--- config.mk ---
export PLATFORM = sky130hd
export DESIGN_NAME = mdu_iter_div_flat
export DESIGN_NICKNAME = d
export VERILOG_FILES = /design/src/rtl/mdu_iter_div_if.sv /design/src/rtl/mdu_iter_div.sv /design/src/flat_wrapper.sv
export SDC_FILE = /design/constraint.sdc
export NUM_CORES = 1
export LEC_CHECK = 0
export BUFFER_PORTS_ARGS = -buffer_cell sky130_fd_sc_hd__buf_2
export CAP_MARGIN = 20
export CORE_MARGIN = 8
export CORE_UTILIZATION = 25
export CTS_CLUSTER_SIZE = 20
export DETAILED_ROUTE_END_ITERATION = 8
export GPL_ROUTABILITY_DRIVEN = 1
export HOLD_SLACK_MARGIN = 0.15
export PLACE_DENSITY = 0.52
export SLEW_MARGIN = 20
export SYNTH_ARGS = -nofsm -noshare
export SYNTH_HDL_FRONTEND = slang
export SYNTH_SLANG_ARGS = --single-unit
export TNS_END_PERCENT = 10
--- constraint.sdc ---
create_clock -name clk -period 12.19 [get_ports clk]
set_input_delay 2.438 -clock clk [delete_from_list [all_inputs] [get_ports clk]]
set_output_delay 2.438 -clock clk [all_outputs]
set_load 0.02 [all_outputs]
--- src/rtl/mdu_iter_div_if.sv ---
// mdu_iter_div_if: handshake and data bundle between the EX stage and the
// iterative divider. The EX stage drives the master side; the divider
// implements the slave side.
interface mdu_iter_div_if #(
    parameter int WIDTH = 32
);
    logic               start;
    logic               signed_div;
    logic [WIDTH-1:0]   opdata1;
    logic [WIDTH-1:0]   opdata2;
    logic               annul;
    logic               ready;
    logic               stallreq_for_ex;
    logic               result_valid;
    logic [2*WIDTH-1:0] result;

    modport master (
        output start, signed_div, opdata1, opdata2, annul,
        input  ready, stallreq_for_ex, result_valid, result
    );

    modport slave (
        input  start, signed_div, opdata1, opdata2, annul,
        output ready, stallreq_for_ex, result_valid, result
    );
endinterface

--- src/rtl/mdu_iter_div.sv ---
// mdu_iter_div: parametrised iterative restoring divider for the EX stage.
// One quotient bit is produced per cycle, MSB first. Signed operands are
// reduced to magnitudes when the divide is accepted and the signs are put
// back when the result is registered, so the core loop is purely unsigned.
// The result is {remainder, quotient}, matching the HI/LO write-back.
// Optional build macro: DIV_EARLY_OUT_EN adds a one-cycle finish when the
// dividend magnitude is already smaller than the divisor magnitude.
module mdu_iter_div #(
    parameter int WIDTH = 32
) (
    input  logic          clk,
    input  logic          rst,
    mdu_iter_div_if.slave bus
);
    localparam int CNT_W = $clog2(WIDTH + 1);

    typedef enum logic [1:0] {
        IDLE,
        BUSY,
        DONE
    } state_t;

    // Control and output registers
    state_t             state_q;
    logic               ready_q;
    logic               valid_q;
    logic [2*WIDTH-1:0] result_q;
    logic [CNT_W-1:0]   cnt_q;

    // Datapath registers: the dividend register shifts out its MSB each step
    // and the new quotient bit enters at its LSB, so after WIDTH steps it
    // holds the unsigned quotient.
    logic [WIDTH-1:0]   divisorMag_q;
    logic [WIDTH-1:0]   dividend_q;
    logic [WIDTH-1:0]   partial_q;
    logic               quoNeg_q;
    logic               remNeg_q;

    // Combinational helpers
    logic [WIDTH-1:0]   opAMag;
    logic [WIDTH-1:0]   opBMag;
    logic [WIDTH:0]     shifted;
    logic [WIDTH-1:0]   diff;
    logic               quoBit;
    logic [WIDTH-1:0]   partial_d;
    logic [WIDTH-1:0]   dividend_d;
    logic [WIDTH-1:0]   finalQuo;
    logic [WIDTH-1:0]   finalRem;
    logic               earlyOut;
    logic               accept;

    // Operand magnitudes, one restoring step, and the sign-corrected final values.
    // The partial remainder stays below the divisor, so it fits in WIDTH bits;
    // only the shifted value needs the extra bit for the compare.
    always_comb begin
        opAMag = bus.opdata1;
        opBMag = bus.opdata2;
        if (bus.signed_div && bus.opdata1[WIDTH-1]) begin
            opAMag = -bus.opdata1;
        end
        if (bus.signed_div && bus.opdata2[WIDTH-1]) begin
            opBMag = -bus.opdata2;
        end

        accept     = (state_q == IDLE) && bus.start && !bus.annul;

        shifted    = {partial_q, dividend_q[WIDTH-1]};
        quoBit     = (shifted >= {1'b0, divisorMag_q});
        diff       = shifted[WIDTH-1:0] - divisorMag_q;
        partial_d  = quoBit ? diff : shifted[WIDTH-1:0];
        dividend_d = {dividend_q[WIDTH-2:0], quoBit};

        finalQuo   = quoNeg_q ? -dividend_d : dividend_d;
        finalRem   = remNeg_q ? -partial_d : partial_d;

`ifdef DIV_EARLY_OUT_EN
        earlyOut   = (opAMag < opBMag);
`else
        earlyOut   = 1'b0;
`endif
    end

    // Control FSM and datapath: accept, iterate, present the result for one cycle
    always_ff @(posedge clk) begin
        if (rst) begin
            state_q      <= IDLE;
            ready_q      <= 1'b1;
            valid_q      <= 1'b0;
            result_q     <= '0;
            cnt_q        <= '0;
            divisorMag_q <= '0;
            dividend_q   <= '0;
            partial_q    <= '0;
            quoNeg_q     <= 1'b0;
            remNeg_q     <= 1'b0;
        end else begin
            valid_q <= 1'b0;
            case (state_q)
                IDLE: begin
                    if (accept) begin
                        if (bus.opdata2 == '0) begin
                            state_q  <= DONE;
                            ready_q  <= 1'b0;
                            valid_q  <= 1'b1;
                            result_q <= {bus.opdata1, {WIDTH{1'b1}}};
                        end else if (earlyOut) begin
                            state_q  <= DONE;
                            ready_q  <= 1'b0;
                            valid_q  <= 1'b1;
                            result_q <= {bus.opdata1, {WIDTH{1'b0}}};
                        end else begin
                            state_q      <= BUSY;
                            ready_q      <= 1'b0;
                            divisorMag_q <= opBMag;
                            dividend_q   <= opAMag;
                            partial_q    <= '0;
                            cnt_q        <= '0;
                            quoNeg_q     <= bus.signed_div & (bus.opdata1[WIDTH-1] ^ bus.opdata2[WIDTH-1]);
                            remNeg_q     <= bus.signed_div & bus.opdata1[WIDTH-1];
                        end
                    end
                end
                BUSY: begin
                    if (bus.annul) begin
                        state_q <= IDLE;
                        ready_q <= 1'b1;
                    end else begin
                        dividend_q <= dividend_d;
                        partial_q  <= partial_d;
                        cnt_q      <= cnt_q + CNT_W'(1);
                        if (cnt_q == CNT_W'(WIDTH - 1)) begin
                            state_q  <= DONE;
                            valid_q  <= 1'b1;
                            result_q <= {finalRem, finalQuo};
                        end
                    end
                end
                DONE: begin
                    state_q <= IDLE;
                    ready_q <= 1'b1;
                end
                default: begin
                    state_q <= IDLE;
                    ready_q <= 1'b1;
                end
            endcase
        end
    end

    // A flush in the presentation cycle suppresses the pulse; EX is released
    // in DONE so it can advance while the result is on the bus.
    always_comb begin
        bus.ready           = ready_q;
        bus.result          = result_q;
        bus.result_valid    = valid_q & ~bus.annul;
        bus.stallreq_for_ex = accept || (state_q == BUSY);
    end
endmodule

--- src/flat_wrapper.sv ---
// flat-port wrapper written by rule: the top's interface ports become plain ports
module mdu_iter_div_flat 
#(
    parameter int WIDTH = 32
)
  (clk, rst, bus_start, bus_signed_div, bus_opdata1, bus_opdata2, bus_annul, bus_ready, bus_stallreq_for_ex, bus_result_valid, bus_result);
  mdu_iter_div_if #(.WIDTH(WIDTH)) bus_i ();
  input  logic clk;
  input  logic rst;
  input wire logic [$bits(bus_i.start)-1:0] bus_start;
  input wire logic [$bits(bus_i.signed_div)-1:0] bus_signed_div;
  input wire logic [$bits(bus_i.opdata1)-1:0] bus_opdata1;
  input wire logic [$bits(bus_i.opdata2)-1:0] bus_opdata2;
  input wire logic [$bits(bus_i.annul)-1:0] bus_annul;
  output wire logic [$bits(bus_i.ready)-1:0] bus_ready;
  output wire logic [$bits(bus_i.stallreq_for_ex)-1:0] bus_stallreq_for_ex;
  output wire logic [$bits(bus_i.result_valid)-1:0] bus_result_valid;
  output wire logic [$bits(bus_i.result)-1:0] bus_result;
  assign bus_i.start = bus_start;
  assign bus_i.signed_div = bus_signed_div;
  assign bus_i.opdata1 = bus_opdata1;
  assign bus_i.opdata2 = bus_opdata2;
  assign bus_i.annul = bus_annul;
  assign bus_ready = bus_i.ready;
  assign bus_stallreq_for_ex = bus_i.stallreq_for_ex;
  assign bus_result_valid = bus_i.result_valid;
  assign bus_result = bus_i.result;
  mdu_iter_div #(.WIDTH(WIDTH)) u_core (.clk(clk), .rst(rst), .bus(bus_i));
endmodule
==> results of run 1 <==
==> kinds of logic (layout without fill, tap and decap cells) <==
kind of cell	Yosys count	in the layout	synth area share (%)
and+or+nand+nor	606	606	23.44
xor gates and xnor gates	138	138	9.997
AOI/OAI and AO/OA	477	477	26.95
DFF	172	172	28.48
muxes	20	20	1.728
adders and majority gates	38	38	3.995
buffers and inverters	166	229	5.412
==> critical path, stage by stage <==
cell and delay, ns:
buf_2 0.13, nor4_2 0.35, or3b_1 0.41, or3_1 0.44
or3_1 0.37, or4_1 0.54, or3b_1 0.48, a211o_1 0.31
buf_4 0.23, nor2_4 0.61, a2111oi_0 0.23
==> metal layers <==
metal	part of all wire [%]	track usage, %
met1	51	20.76
met2	43	22.03
met3	5.1	2.297
met4	0.95	2.732
met5	0	0
==> through the flow <==
step,util [%],hold WS (ns)
detailed placement,27.68,0.4523
global placement,27.68,0.4410
finish,28.92,0.4576
global route,28.92,0.4884
CTS,28.90,0.4607
floorplan,-,0.4319
==> worst min-delay path by stage <==
stage                              endpoint  depth (start not counted)
detailed placement  u_core.divisorMag_q[31]                          2
finish              u_core.divisorMag_q[31]                          2
CTS                 u_core.divisorMag_q[31]                          2
global placement            u_core.quoNeg_q                          2
global route        u_core.divisorMag_q[31]                          2
floorplan           u_core.divisorMag_q[31]                          2
==> cell type report <==
type	count	area, um^2	area share [%]
inverters	50	187.7	1.359
multi-input cells	1279	8039	58.21
clock buffers	17	425.4	3.081
well taps	615	769.5	5.572
clock inverters	13	157.7	1.142
repair buffers	149	787.0	5.699
flip-flops and latches	172	3443	24.93
==> registers in the layout, indices dropped and copies added (netlist names) <==
signal and flops:
u_core.bus.ready 1, u_core.bus.result 64, u_core.cnt_q 6, u_core.dividend_q 32, u_core.divisorMag_q 32, u_core.partial_q 32
u_core.quoNeg_q 1, u_core.remNeg_q 1, u_core.state_q 2, u_core.valid_q 1
==> cell usage in the layout (no fill, tap or decap), types with 8 or more instances in the layout <==
cell / n
nand2_1: 186
and3_1: 14
buf_4: 14
a21o_1: 12
xnor2_1: 64
buf_2: 134
inv_1: 49
dfxtp_1: 172
o21ai_0: 75
a21oi_1: 116
nor2_1: 196
a31oi_1: 10
nor2b_1: 9
nand4_1: 10
mux2i_1: 13
nand3_1: 34
o41ai_1: 13
o211ai_1: 35
or3_1: 23
clkbuf_16: 17
o31ai_1: 25
a22oi_1: 25
and4_1: 8
nor3_1: 39
a311oi_1: 22
and2_1: 12
a211oi_1: 75
nor4_1: 17
nand2b_1: 8
or4_1: 10
xor2_1: 74
ha_1: 37
==> power breakdown <==
part	internal, mW	switching (mW)	total, mW
Sequential	0.579	0.0176	0.597
Combinational	0.124	0.232	0.356
Clock	0.306	0.267	0.574
Total	1.01	0.517	1.53
==> cells in the mapped netlist (8+ instances only) <==
library cell,instances
and3_1,14
nor3_1,41
nand2_1,187
dfxtp_1,172
nor2b_1,10
a311oi_1,22
nand2b_1,9
ha_1,37
a21oi_1,116
a21o_1,12
xor2_1,74
buf_1,13
or3_1,24
o211ai_1,35
nand4_1,10
o31ai_1,25
nor2_1,196
a31oi_1,10
xnor2_1,64
buf_2,19
a211oi_1,76
nor4_1,17
a22oi_1,25
or4_1,10
nand3_1,34
o41ai_1,13
mux2i_1,13
and4_1,8
and2_1,12
clkbuf_1,82
inv_1,49
o21ai_0,75
==> flow_metrics.py, run 1 <==
metrics = {
    "clocking": {
        "clock-sinks": 172,
        "hold_buffers": 0,
        "numCtsBuffers": 17,
        "cts_root_buf": "clkbuf_16",
        "cts_tree": "done",
        "postCtsSetupBuffers": 0,
        "cts-resized-gates": 0,
        "clk_latency_ns": 0.45,
        "cts_buffer_depth": 2,
        "h-tree-depth": 4,
        "cts.clk_slew.worst_paths_ns": 0.07,
    },
    "floorplan": {
        "dieArea_mm2": 0.05565,
        "rows": 80,
        "io_pins": 136,
        "start_util_pct": 25.32,
        "core-area_mm2": 0.04775,
        "dieWidth_um": 235.9,
        "die_h_um": 235.9,
    },
    "layout": {
        "instances_no_fill": 2295,
        "antenna_cells": 0,
        "fillCellCount": 5162,
        "fin_area_mm2": 0.01381,
        "layout-drive-gt1-share_pct": 12.80,
        "syn_to_final_growth_pct": 14.22,
        "nets": 1776,
    },
    "sta": {
        "worstMarginPinSlew_ns": 1.020,
        "final_hold_viol_count": 0,
        "finalCritPeriodShare_pct": 51.58,
        "period_needed_ns": 6.288,
        "slew_viol_final": 0,
        "slew_headroom_pct": 31.91,
        "setup_slack_ns": 5.902,
        "rsz0062_at_grt": "false",
        "finalSetupTns_ns": 0,
        "skew_ns": 0.01411,
        "fmax_ghz": 0.1590,
        "setup_viol": 0,
    },
    "worst_setup_path": {
        "worst-r2r-setup-slack_ns": 5.99,
        "cp.required_ns": 12.47,
        "worst-path-max-fanout": 29,
        "worstSetupPathType": "input port to flip-flop",
        "crit_start": "bus_opdata2[8]",
        "arrival_ns": 6.57,
        "end_kind": "flip-flop",
        "timing.rr.end": "u_core.bus.result[60]",
        "crit_end": "u_core.bus.result[60]",
        "reg2reg_depth": 19,
        "rr_startpoint": "u_core.partial_q[13]",
        "worst_setup_path_start_kind": "input port",
    },
    "synthesis": {
        "synth_top_area_share_pct": 28.48,
        "synthesis.instances": 1617,
        "synth_area_leaders": "dfxtp_1 28%, nor2_1 6.1%, nand2_1 5.8%, xor2_1 5.4%, a21oi_1 4.8%",
        "synth_seq_cells": 172,
        "ys_seq_area_share_pct": 28.48,
        "synth_top_flop_cell": "dfxtp_1",
        "ys_warn_count": 0,
        "async_reset_ff_share_pct": 0,
        "ys_types": 84,
        "syn-num-nets": 1724,
        "synth_area_leader_cell": "dfxtp_1",
        "syn_avg_cell_area_um2": 7.477,
        "synth_edf_count": 0,
        "syn-cell-area_mm2": 0.01209,
    },
    "route": {
        "via_count": 12030,
        "routed_wl_mm": 41.11,
        "drt-vias-per-instance": 5.240,
        "final_antenna_net_count": 0,
        "wl_per_cell_um": 17.91,
        "drc": 0,
        "dr.pass1.iters": 5,
        "drt_iter0_markers": 718,
    },
    "power_and_ir_drop": {
        "p_per_area_mw_per_mm2": 110.5,
        "p_leak_nw": 5.272,
        "finalPower_mw": 1.526,
        "ir_drop_v": 0.0001059,
    },
    "place": {
        "gp_congestion": 0.8521,
        "place_ws_ns": 5.433,
        "dp.cells": 2265,
        "dpl_cell_area_mm2": 0.01322,
        "numPortBuffers": 135,
        "place_hpwl_mm": 30.73,
    },
    "grt": {
        "gr-total-overflow": 0,
        "grt_start_max_net_pins": 103,
        "first_global_vias": 11270,
        "grt_usage_pct": 14.29,
        "antenna_found_initial": 0,
        "grt_pass1_wl_mm": 64.97,
    },
    "worst_hold_path": {
        "worstHoldStart": "u_core.divisorMag_q[31]",
        "hold_path_class": "flip-flop to flip-flop",
    },
    "flow_run": {
        "cap_violations": 0,
    },
    "status": {
        "outcome": "completed",
    },
}
(Power assumes the default switching activity.)
==> run 2, diff against run 1 <==
- clock period: 12.19 -> 6.26 ns (I/O delays scaled with it)
==> flow_metrics.py, run 2 (synthesis results as in run 1) <==
metrics = {
    "status": {
        "outcome": "completed",
    },
    "place": {
        "numPortBuffers": 135,
        "place_hpwl_mm": 31.95,
        "gp_congestion": 0.8506,
    },
    "power_and_ir_drop": {
        "p_per_area_mw_per_mm2": 213.2,
        "ir_drop_v": 0.0001950,
        "pwr-share-comb_pct": 23.8,
        "p_clk_share_pct": 36.9,
        "p_seq_share_pct": 39.3,
        "p_leak_nw": 5.295,
        "switching_share_pct": 34.41,
        "finalPower_mw": 2.959,
        "power_switching_mw": 1.018,
        "p_int_mw": 1.941,
    },
    "clocking": {
        "h-tree-depth": 4,
        "clk_latency_ns": 0.45,
        "cts_tree": "done",
        "cts.clk_slew.worst_paths_ns": 0.08,
        "clock-sinks": 172,
        "numCtsBuffers": 17,
        "cts_buffer_depth": 2,
        "hold_buffers": 0,
        "postCtsSetupBuffers": 0,
        "cts_root_buf": "clkbuf_16",
        "cts-resized-gates": 0,
    },
    "floorplan": {
        "start_util_pct": 25.32,
        "die_h_um": 235.9,
        "core-area_mm2": 0.04775,
        "rows": 80,
        "dieArea_mm2": 0.05565,
        "dieWidth_um": 235.9,
        "io_pins": 136,
    },
    "layout": {
        "layout-drive-gt1-share_pct": 13.31,
        "nets": 1784,
        "final_cell_mix": "195 x nor2_1, 186 x nand2_1, 172 x dfxtp_1",
        "largest_reg_flops": 64,
        "syn_to_final_growth_pct": 14.77,
        "mostFrequentLayoutCell": "nor2_1",
    },
    "sta": {
        "hold_ws_ns": 0.4595,
        "setup_viol": 0,
        "worstMarginPinSlew_ns": 1.079,
        "fmax_ghz": 0.1939,
        "finalSetupTns_ns": 0,
        "skew_ns": 0.01516,
        "finalCritPeriodShare_pct": 82.37,
        "rsz0062_at_grt": "false",
        "slew_headroom_pct": 27.99,
        "period_needed_ns": 5.156,
        "slew_viol_final": 0,
        "final_hold_viol_count": 0,
    },
    "worst_hold_path": {
        "hold_path_class": "flip-flop to flip-flop",
    },
    "grt": {
        "antenna_found_initial": 2,
        "grt_usage_pct": 14.69,
        "grt_use_met2_pct": 22.88,
        "first_global_vias": 11440,
        "use_met3_pct": 2.507,
        "busiest_layer": "met2",
        "grt_start_max_net_pins": 95,
        "grt_pass1_wl_mm": 66.66,
        "met1_usage_pct": 21.05,
        "gr-total-overflow": 0,
    },
    "route": {
        "drc": 0,
        "routed_wl_mm": 42.19,
        "drt_iter0_markers": 841,
        "dr.pass1.iters": 5,
        "wl_per_cell_um": 18.29,
        "via_count": 12020,
        "final_antenna_net_count": 0,
        "drt-vias-per-instance": 5.213,
    },
    "worst_setup_path": {
        "worstSetupPathType": "flip-flop to flip-flop",
        "worst_setup_path_start_kind": "flip-flop",
        "cp.required_ns": 6.59,
        "worst-path-max-fanout": 7,
        "end_kind": "flip-flop",
        "arrival_ns": 5.49,
    },
    "flow_run": {
        "cap_violations": 0,
    },
}
## run 2: changes by cell type in the layout (fill, tap and decap cells not counted), sizes merged
| cell | before | now |
|---|---|---|
| bufinv | 2 | 1 |
| clkbuf | 17 | 18 |
| diode | 0 | 1 |
| buf | 149 | 157 |
| clkinvlp | 1 | 3 |
## run 2: final timing paths
kind         slack [ns]                     from                       to  depth (start not counted)
max                1.10    u_core.dividend_q[31]    u_core.bus.result[60]                         18
min                0.46  u_core.divisorMag_q[31]  u_core.divisorMag_q[31]                          2
max reg2reg        1.10    u_core.dividend_q[31]    u_core.bus.result[60]                         18
min reg2reg        0.46  u_core.divisorMag_q[31]  u_core.divisorMag_q[31]                          2
## run 2: worst max-delay path, cell delays in order (launching register included)
cell       delay [ns]
dfxtp_1          0.53
inv_1            0.09
ha_1             0.22
nor2b_1          0.16
o2111ai_1        0.31
a21oi_1          0.28
nor3_1           0.09
or4_1            0.54
nand2_2          0.20
mux2i_1          0.32
ha_1             0.23
and4b_1          0.22
nand2_1          0.08
nor4b_1          0.40
a41oi_1          0.17
a2111o_1         0.44
o31ai_1          0.28
xnor2_1          0.11
a2111oi_0        0.37
## run 2: cell type report
cell class,count,area (um^2)
inverters,50,187.7
well taps,615,769.5
diodes,1,2.502
multi-input cells,1279,8036
clock buffers,18,429.2
fillers,5190,33870
clock inverters,14,151.4
flip-flops and latches,172,3443
repair buffers,157,855.8
## run 2: power by group through the flow
| stage | Sequential [mW] | Combinational, mW | Clock (mW) |
|---|---|---|---|
| detailed placement | 1.19 | 0.697 | 0 |
| floorplan | 1.17 | 0.494 | 0 |
| global placement | 1.19 | 0.694 | 0 |
| CTS | 1.16 | 0.699 | 1.12 |
| global route | 1.17 | 0.780 | 1.16 |
| finish | 1.16 | 0.704 | 1.09 |
## run 2: routing by layer
metal | up-vias | part of all wire (%)
li1 | 5993 | -
met1 | 5657 | 50
met2 | 348 | 44
met3 | 22 | 5.2
met4 | 2 | 0.85
met5 | - | 0.017
## run 2: per-stage QoR
| stage | worst slack [ns] | area (um^2) | util, % | instances |
|---|---|---|---|---|
| floorplan | 0.9341 | 12090 | - | 1617 |
| CTS | 1.154 | 13870 | 29.06 | 2305 |
| detailed placement | 0.8622 | 13290 | 27.84 | 2273 |
| global route | 0.7022 | 13880 | 29.06 | 2306 |
| global placement | 0.9554 | 13290 | 27.84 | 2273 |
| finish | 1.104 | 13880 | 29.06 | 2306 |
